==> src/rtl/axis_adc_capture_ctrl_if.sv <==
// AXI4-Stream beat channel carrying one decimated ADC sample pair per transfer.
interface axis_adc_capture_ctrl_if;
    logic [31:0] tdata;
    logic        tvalid;
    logic        tready;
    logic        tlast;

    modport master (output tdata, output tvalid, output tlast, input tready);
    modport slave  (input tdata, input tvalid, input tlast, output tready);
endinterface

==> src/rtl/axis_adc_capture_ctrl.sv <==
// Triggered dual-channel ADC acquisition sequencer: arm, trigger, delay, then stream
// a fixed number of decimated sample pairs onto AXI4-Stream.
//
// state     | meaning
// ----------+--------------------------------------------------------------
// S_IDLE    | waiting for cfg_arm with a non-zero length
// S_ARMED   | config latched, waiting for a software or external trigger
// S_DELAY   | counting down the post-trigger delay
// S_CAPTURE | taking one pair every decim+1 cycles
// S_FLUSH   | last pair parked in the pending slot until the output frees up
module axis_adc_capture_ctrl #(
    parameter int ADC_DATA_WIDTH = 14,
    parameter int CNTR_WIDTH     = 32,
    parameter int DECIM_WIDTH    = 16
) (
    input  logic                      aclk,
    input  logic                      areset,
    input  logic [ADC_DATA_WIDTH-1:0] adc_dat_0,
    input  logic [ADC_DATA_WIDTH-1:0] adc_dat_1,
    input  logic                      cfg_arm,
    input  logic                      cfg_abort,
    input  logic                      cfg_sw_trig,
    input  logic                      ext_trig,
    input  logic [CNTR_WIDTH-1:0]     cfg_delay,
    input  logic [CNTR_WIDTH-1:0]     cfg_length,
    input  logic [DECIM_WIDTH-1:0]    cfg_decim,
    axis_adc_capture_ctrl_if.master   m_axis,
    output logic [2:0]                sts_state,
    output logic [CNTR_WIDTH-1:0]     sts_count,
    output logic                      sts_done,
    output logic                      sts_overrun
);

    typedef enum logic [2:0] {
        S_IDLE    = 3'd0,
        S_ARMED   = 3'd1,
        S_DELAY   = 3'd2,
        S_CAPTURE = 3'd3,
        S_FLUSH   = 3'd4
    } state_t;

    state_t                 state, state_nxt;
    logic [CNTR_WIDTH-1:0]  delay_q, length_q, dly_cnt, count;
    logic [DECIM_WIDTH-1:0] decim_q, dec_cnt;
    logic [31:0]            tdata_q, pend_q, pair, load_data;
    logic                   tvalid_q, tlast_q, done_q, overrun_q, ext_trig_q;
    logic                   trig_evt, out_free, strobe, is_last;
    logic                   arm_acc, dly_load, dec_clr, cnt_inc, load, load_last;
    logic                   pend_wr, set_done, set_ovr;

    function automatic logic [15:0] sext16(input logic [ADC_DATA_WIDTH-1:0] d);
        return 16'($signed(d));
    endfunction

    assign trig_evt = cfg_sw_trig | (ext_trig & ~ext_trig_q);
    assign out_free = ~tvalid_q | m_axis.tready;
    assign strobe   = (dec_cnt == '0);
    assign pair     = {sext16(adc_dat_1), sext16(adc_dat_0)};
    assign is_last  = ((count + CNTR_WIDTH'(1)) == length_q);

    always_comb begin
        state_nxt = state;
        arm_acc   = 1'b0;
        dly_load  = 1'b0;
        dec_clr   = 1'b0;
        cnt_inc   = 1'b0;
        load      = 1'b0;
        load_data = pair;
        load_last = 1'b0;
        pend_wr   = 1'b0;
        set_done  = 1'b0;
        set_ovr   = 1'b0;
        if (cfg_abort) begin
            state_nxt = S_IDLE;
        end else begin
            case (state)
                S_IDLE: begin
                    if (cfg_arm && cfg_length != '0) begin
                        arm_acc   = 1'b1;
                        state_nxt = S_ARMED;
                    end
                end
                S_ARMED: begin
                    if (trig_evt) begin
                        dec_clr = 1'b1;
                        if (delay_q == '0) begin
                            state_nxt = S_CAPTURE;
                        end else begin
                            dly_load  = 1'b1;
                            state_nxt = S_DELAY;
                        end
                    end
                end
                S_DELAY: begin
                    dec_clr = 1'b1;
                    if (dly_cnt == '0) state_nxt = S_CAPTURE;
                end
                S_CAPTURE: begin
                    if (strobe) begin
                        cnt_inc = 1'b1;
                        if (out_free) begin
                            load      = 1'b1;
                            load_last = is_last;
                            if (is_last) begin
                                set_done  = 1'b1;
                                state_nxt = S_IDLE;
                            end
                        end else if (is_last) begin
                            // the final pair is never dropped; park it instead
                            pend_wr   = 1'b1;
                            state_nxt = S_FLUSH;
                        end else begin
                            set_ovr = 1'b1;
                        end
                    end
                end
                S_FLUSH: begin
                    if (out_free) begin
                        load      = 1'b1;
                        load_data = pend_q;
                        load_last = 1'b1;
                        set_done  = 1'b1;
                        state_nxt = S_IDLE;
                    end
                end
                default: state_nxt = S_IDLE;
            endcase
        end
    end

    always_ff @(posedge aclk) begin
        if (areset) begin
            state      <= S_IDLE;
            delay_q    <= '0;
            length_q   <= '0;
            decim_q    <= '0;
            dly_cnt    <= '0;
            dec_cnt    <= '0;
            count      <= '0;
            done_q     <= 1'b0;
            overrun_q  <= 1'b0;
            tdata_q    <= '0;
            tvalid_q   <= 1'b0;
            tlast_q    <= 1'b0;
            pend_q     <= '0;
            ext_trig_q <= 1'b0;
        end else begin
            state      <= state_nxt;
            ext_trig_q <= ext_trig;
            if (arm_acc) begin
                delay_q   <= cfg_delay;
                length_q  <= cfg_length;
                decim_q   <= cfg_decim;
                count     <= '0;
                done_q    <= 1'b0;
                overrun_q <= 1'b0;
            end
            if (dly_load)               dly_cnt <= delay_q - CNTR_WIDTH'(1);
            else if (state == S_DELAY)  dly_cnt <= dly_cnt - CNTR_WIDTH'(1);
            if (dec_clr)                dec_cnt <= '0;
            else if (state == S_CAPTURE)
                dec_cnt <= (dec_cnt == decim_q) ? '0 : dec_cnt + DECIM_WIDTH'(1);
            if (cnt_inc)  count     <= count + CNTR_WIDTH'(1);
            if (set_done) done_q    <= 1'b1;
            if (set_ovr)  overrun_q <= 1'b1;
            if (pend_wr)  pend_q    <= pair;
            if (load) begin
                tdata_q  <= load_data;
                tvalid_q <= 1'b1;
                tlast_q  <= load_last;
            end else if (tvalid_q && m_axis.tready) begin
                tvalid_q <= 1'b0;
                tlast_q  <= 1'b0;
            end
        end
    end

    assign m_axis.tdata  = tdata_q;
    assign m_axis.tvalid = tvalid_q;
    assign m_axis.tlast  = tlast_q;
    assign sts_state     = state;
    assign sts_count     = count;
    assign sts_done      = done_q;
    assign sts_overrun   = overrun_q;

endmodule

==> src/flat_wrapper.sv <==
// flat-port wrapper written by rule: the top's interface ports become plain ports
module axis_adc_capture_ctrl_flat 
#(
    parameter int ADC_DATA_WIDTH = 14,
    parameter int CNTR_WIDTH     = 32,
    parameter int DECIM_WIDTH    = 16
)
  (aclk, areset, adc_dat_0, adc_dat_1, cfg_arm, cfg_abort, cfg_sw_trig, ext_trig, cfg_delay, cfg_length, cfg_decim, sts_state, sts_count, sts_done, sts_overrun, m_axis_tdata, m_axis_tvalid, m_axis_tlast, m_axis_tready);
  axis_adc_capture_ctrl_if m_axis_i ();
  input  logic aclk;
  input  logic areset;
  input  logic [ADC_DATA_WIDTH-1:0] adc_dat_0;
  input  logic [ADC_DATA_WIDTH-1:0] adc_dat_1;
  input  logic cfg_arm;
  input  logic cfg_abort;
  input  logic cfg_sw_trig;
  input  logic ext_trig;
  input  logic [CNTR_WIDTH-1:0] cfg_delay;
  input  logic [CNTR_WIDTH-1:0] cfg_length;
  input  logic [DECIM_WIDTH-1:0] cfg_decim;
  output logic [2:0] sts_state;
  output logic [CNTR_WIDTH-1:0] sts_count;
  output logic sts_done;
  output logic sts_overrun;
  output wire logic [$bits(m_axis_i.tdata)-1:0] m_axis_tdata;
  output wire logic [$bits(m_axis_i.tvalid)-1:0] m_axis_tvalid;
  output wire logic [$bits(m_axis_i.tlast)-1:0] m_axis_tlast;
  input wire logic [$bits(m_axis_i.tready)-1:0] m_axis_tready;
  assign m_axis_tdata = m_axis_i.tdata;
  assign m_axis_tvalid = m_axis_i.tvalid;
  assign m_axis_tlast = m_axis_i.tlast;
  assign m_axis_i.tready = m_axis_tready;
  axis_adc_capture_ctrl #(.ADC_DATA_WIDTH(ADC_DATA_WIDTH), .CNTR_WIDTH(CNTR_WIDTH), .DECIM_WIDTH(DECIM_WIDTH)) u_core (.aclk(aclk), .areset(areset), .adc_dat_0(adc_dat_0), .adc_dat_1(adc_dat_1), .cfg_arm(cfg_arm), .cfg_abort(cfg_abort), .cfg_sw_trig(cfg_sw_trig), .ext_trig(ext_trig), .cfg_delay(cfg_delay), .cfg_length(cfg_length), .cfg_decim(cfg_decim), .m_axis(m_axis_i), .sts_state(sts_state), .sts_count(sts_count), .sts_done(sts_done), .sts_overrun(sts_overrun));
endmodule
==> config.mk <==
export PLATFORM = sky130hd
export DESIGN_NAME = axis_adc_capture_ctrl_flat
export DESIGN_NICKNAME = d
export VERILOG_FILES = /design/src/rtl/axis_adc_capture_ctrl_if.sv /design/src/rtl/axis_adc_capture_ctrl.sv /design/src/flat_wrapper.sv
export SDC_FILE = /design/constraint.sdc
export NUM_CORES = 1
export LEC_CHECK = 0
export ABC_AREA = 1
export BUFFER_PORTS_ARGS = -buffer_cell sky130_fd_sc_hd__buf_4
export CAP_MARGIN = 20
export CORE_MARGIN = 1.5
export CORE_UTILIZATION = 50
export DETAILED_ROUTE_END_ITERATION = 10
export PLACE_DENSITY_LB_ADDON = 0.1
export RECOVER_POWER = 100
export SYNTH_ARGS = -nofsm -noshare
export SYNTH_HDL_FRONTEND = slang
export SYNTH_SLANG_ARGS = --single-unit
==> constraint.sdc <==
create_clock -name aclk -period 7 [get_ports aclk]
set_clock_uncertainty 0.15 [all_clocks]
set_input_delay 2.1 -clock aclk [delete_from_list [all_inputs] [get_ports aclk]]
set_output_delay 2.1 -clock aclk [all_outputs]
set_load 0.005 [all_outputs]
==> results.txt <==
status: complete, but fails checks
failing checks: capacitance limit, slew limit
Critical path origin: ext_trig
setup_tns: 0 ps
area share of the largest cell type after synthesis: 0.3606
sequential cell area: 0.004484 sq mm
Fill cells: 2332
Reg2Reg Depth: 11
CP peak stage delay: 870 ps
cell breakdown of the critical path: buf_4 > inv_1 > nor2_1 > nor2_1 > nor3_4 > clkbuf_1 > o21ai_2 > inv_1 > nor2_1 > inv_1 > clkbuf_1 > o21ai_0 > o21bai_1 > inv_1
clk slew on worst S/H paths: 60 ps
clk root buf: clkbuf_16
number of max-cap violations: 1
synth top area cells: dfxtp_1 (36%), nand2_1 (15%), inv_1 (8.0%)
Synth Register Bits: 224
most instantiated cells after synthesis: nand2_1 (485), inv_1 (265), dfxtp_1 (224)
post-route cell area: 0.01476 sq mm
final net count: 2211
smallest setup slack after layout: 1554 ps
Hold Violations, Final: 0
# DRC: 0
wire length per cell: 14.88 um
vias in the first global route: 11890
Worst Setup End Kind: register
Routed Antenna Nets: 0
synthesized area: 0.01243 sq mm
dpl cell area: 0.01395 sq mm
R2R Path Start: u_core.sts_state[0]$_SDFFE_PP0P_
final wirelength: 36.25 mm
CP startpoint kind: input pin
area of the multi-input gates: 0.006540 sq mm
total grt overflow: 0
sum of buffers and inverters on the critical path: 7
layout cells sized above 1: 0.1241
NetSw: 1.172 mW
slew of the pin with the lowest slew margin: 2408 ps
ys async rst share: 0
part of the power in the clock network: 0.373
post-DP HPWL: 25.52 mm
Syn Inst Count: 1955
worst hold slack: 304.0 ps
CTS hold repair buffers: 0
clk buf depth: 3
detailed-route via count: 12930
Power, Total: 3.621 mW
cell taking the most area after synthesis: dfxtp_1
All-Layer GR Usage: 0.2779
Power Density: 245.4 mW/mm^2
Post-Syn Area per Cell: 6.360 sq um
delay-heaviest family, CP: buffers and inverters
Crit path top cell by count: inv_1
Area growth syn-to-layout: 18.70%
FP Rows: 57
placed cell count: 2387
CP required: 7330 ps
Synth Flop Type: dfxtp_1
crit-path max FO: 32
Final Slew Violations: 41
Gates resized, CTS repair: 0
GPL Wtd Cong: 0.9207
Yosys Warn Count: 0
CP max-delay cell: clkbuf_1
antenna violations before repair: 0
Worst Setup Path Type: in2reg
Chip Width: 160.7 um
Seq/Total Area, Yosys: 0.3606
worst-skew pair later-pin latency: 530 ps
Reg-to-Reg End: u_core.dly_cnt[14]$_SDFFE_PP0P_
global-route wire length before repair: 59.31 mm
die area: 0.02582 sq mm
Setup Fix Bufs, Post-CTS: 0
initial core utilization: 0.5098
Syn Nets: 2074
r2r setup slk: 2820 ps
Die Y: 160.7 um
Worst VDD drop: 0.1501 mV
core area: 0.02439 sq mm
vias per cell: 5.307
Rel. slew slack: -0.6051
RSZ-0062 raised after global routing: false
pin count of the biggest net entering global routing: 163
Setup WS pre-CTS: 1964 ps
EDFF count, synth: 0
min cycle time layout: 5446 ps
Final period util: 0.7780
DR pass1 iterations: 5
Layout Cells excl Fill: 2436
CP endpoint: u_core.dly_cnt[14]$_SDFFE_PP0P_
Worst EP arrival: 5780 ps
CTS tree: done
cts bufs inserted: 26
I/O pins: 186
# diodes: 0
# setup viols final: 0
sequential power share: 0.389
Comb pwr share: 0.238
DRT iter0 DRCs: 961
Max Freq: 183.6 MHz
net switching share of the total power: 0.3236
Int Power: 2.450 mW
Num Clock Sinks: 224
count leader, synth: nand2_1
synth unique cells: 43
HP Class: reg2reg
H-tree Lvls: 1
Util after Layout: 0.6051
Leak Pwr: 6.856 nW
# port buffers: 185
stages on the worst setup path: 14
-- power groups by stage --
stage / clock network (mW) / registers (mW) / logic [mW]
after global routing: 1.43 / 1.42 / 0.974
after detailed placement: 0 / 1.44 / 0.853
after CTS: 1.37 / 1.41 / 0.858
after global placement: 0 / 1.44 / 0.844
final: 1.35 / 1.41 / 0.862
after floorplan: 0 / 1.42 / 0.610
-- state kept, by name (all words and copies together) (netlist names) --
| name | count |
|---|---|
| u_core.delay_q | 32 |
| u_core.dly_cnt | 32 |
| u_core.length_q | 32 |
| u_core.sts_count | 32 |
| u_core.m_axis.tdata | 28 |
| u_core.pend_q | 28 |
| u_core.dec_cnt | 16 |
| u_core.decim_q | 16 |
| u_core.sts_state | 3 |
| u_core.ext_trig_q | 1 |
| u_core.m_axis.tlast | 1 |
| u_core.m_axis.tvalid | 1 |
| u_core.sts_done | 1 |
| u_core.sts_overrun | 1 |
-- placed cells by master, fill, tap and decap left out, types with 3 or more instances in the layout --
cell type  instances
nor2_1           221
nor2_2            10
o21bai_1           7
xnor3_1            4
o211ai_1           7
inv_2              5
clkinv_2           5
buf_4            121
nand2_1          485
a21o_1             3
nand4_1           50
nor3_1            10
nand3_1          167
clkbuf_1          18
nor4_1            20
clkbuf_8           5
xnor2_1           14
clkbuf_4          66
nand2_2            3
xor2_1            18
clkbuf_16         27
a21oi_1          133
o21ai_0          147
nor3b_1            3
and2_1             4
inv_1            264
o21ai_1            3
nor2_4             6
dfxtp_1          224
nand3b_1           5
a31oi_1           31
ha_1               4
-- worst min-delay path, cell delays in order, from the launching register on --
cell     delay (ps)
dfxtp_1         310
inv_1            50
a21oi_1          50
-- how the worst min path moves through the flow --
| stage | start | cells past startpoint | slack [ps] | to |
|---|---|---|---|---|
| after detailed placement | u_core.decim_q[0]$_SDFFE_PP0P_ | 2 | 300 | u_core.decim_q[0]$_SDFFE_PP0P_ |
| after floorplan | u_core.delay_q[29]$_SDFFE_PP0P_ | 2 | 280 | u_core.delay_q[29]$_SDFFE_PP0P_ |
| after CTS | u_core.decim_q[0]$_SDFFE_PP0P_ | 2 | 310 | u_core.decim_q[0]$_SDFFE_PP0P_ |
| after global routing | u_core.decim_q[14]$_SDFFE_PP0P_ | 2 | 330 | u_core.decim_q[14]$_SDFFE_PP0P_ |
| after global placement | u_core.length_q[3]$_SDFFE_PP0P_ | 2 | 300 | u_core.length_q[3]$_SDFFE_PP0P_ |
| final | u_core.decim_q[0]$_SDFFE_PP0P_ | 2 | 300 | u_core.decim_q[0]$_SDFFE_PP0P_ |
-- final cells by class --
| cell class | instances | area share |
|---|---|---|
| Clock inverter | 8 | 0.005002 |
| Multi-Input combinational cell | 1371 | 0.4431 |
| Clock buffer | 40 | 0.05248 |
| Sequential cell | 224 | 0.3038 |
| Timing Repair Buffer | 198 | 0.09902 |
| Inverter | 271 | 0.06909 |
| Tap cell | 324 | 0.02747 |
-- layer usage --
| metal | routed length (um) | GRT usage | vias up |
|---|---|---|---|
| met4 | 1004 | 0.08628 | 0 |
| met5 | 0 | 0 | - |
| met2 | 16800 | 0.4606 | 369 |
| met1 | 16420 | 0.3798 | 5913 |
| li1 | - | - | 6584 |
| met3 | 2029 | 0.03099 | 61 |
-- cells by family (layout without fill, tap and decap cells) --
| family | Yosys count | count (layout) | share of synthesized area |
|---|---|---|---|
| compound gates | 339 | 339 | 0.1454 |
| xor+xnor | 36 | 36 | 0.02979 |
| simple gates | 992 | 992 | 0.3466 |
| buf+inv | 360 | 517 | 0.1135 |
| fa+ha+maj | 4 | 4 | 0.004025 |
| flops | 224 | 224 | 0.3606 |
Note: power is estimated with default switching activity, not from simulation.
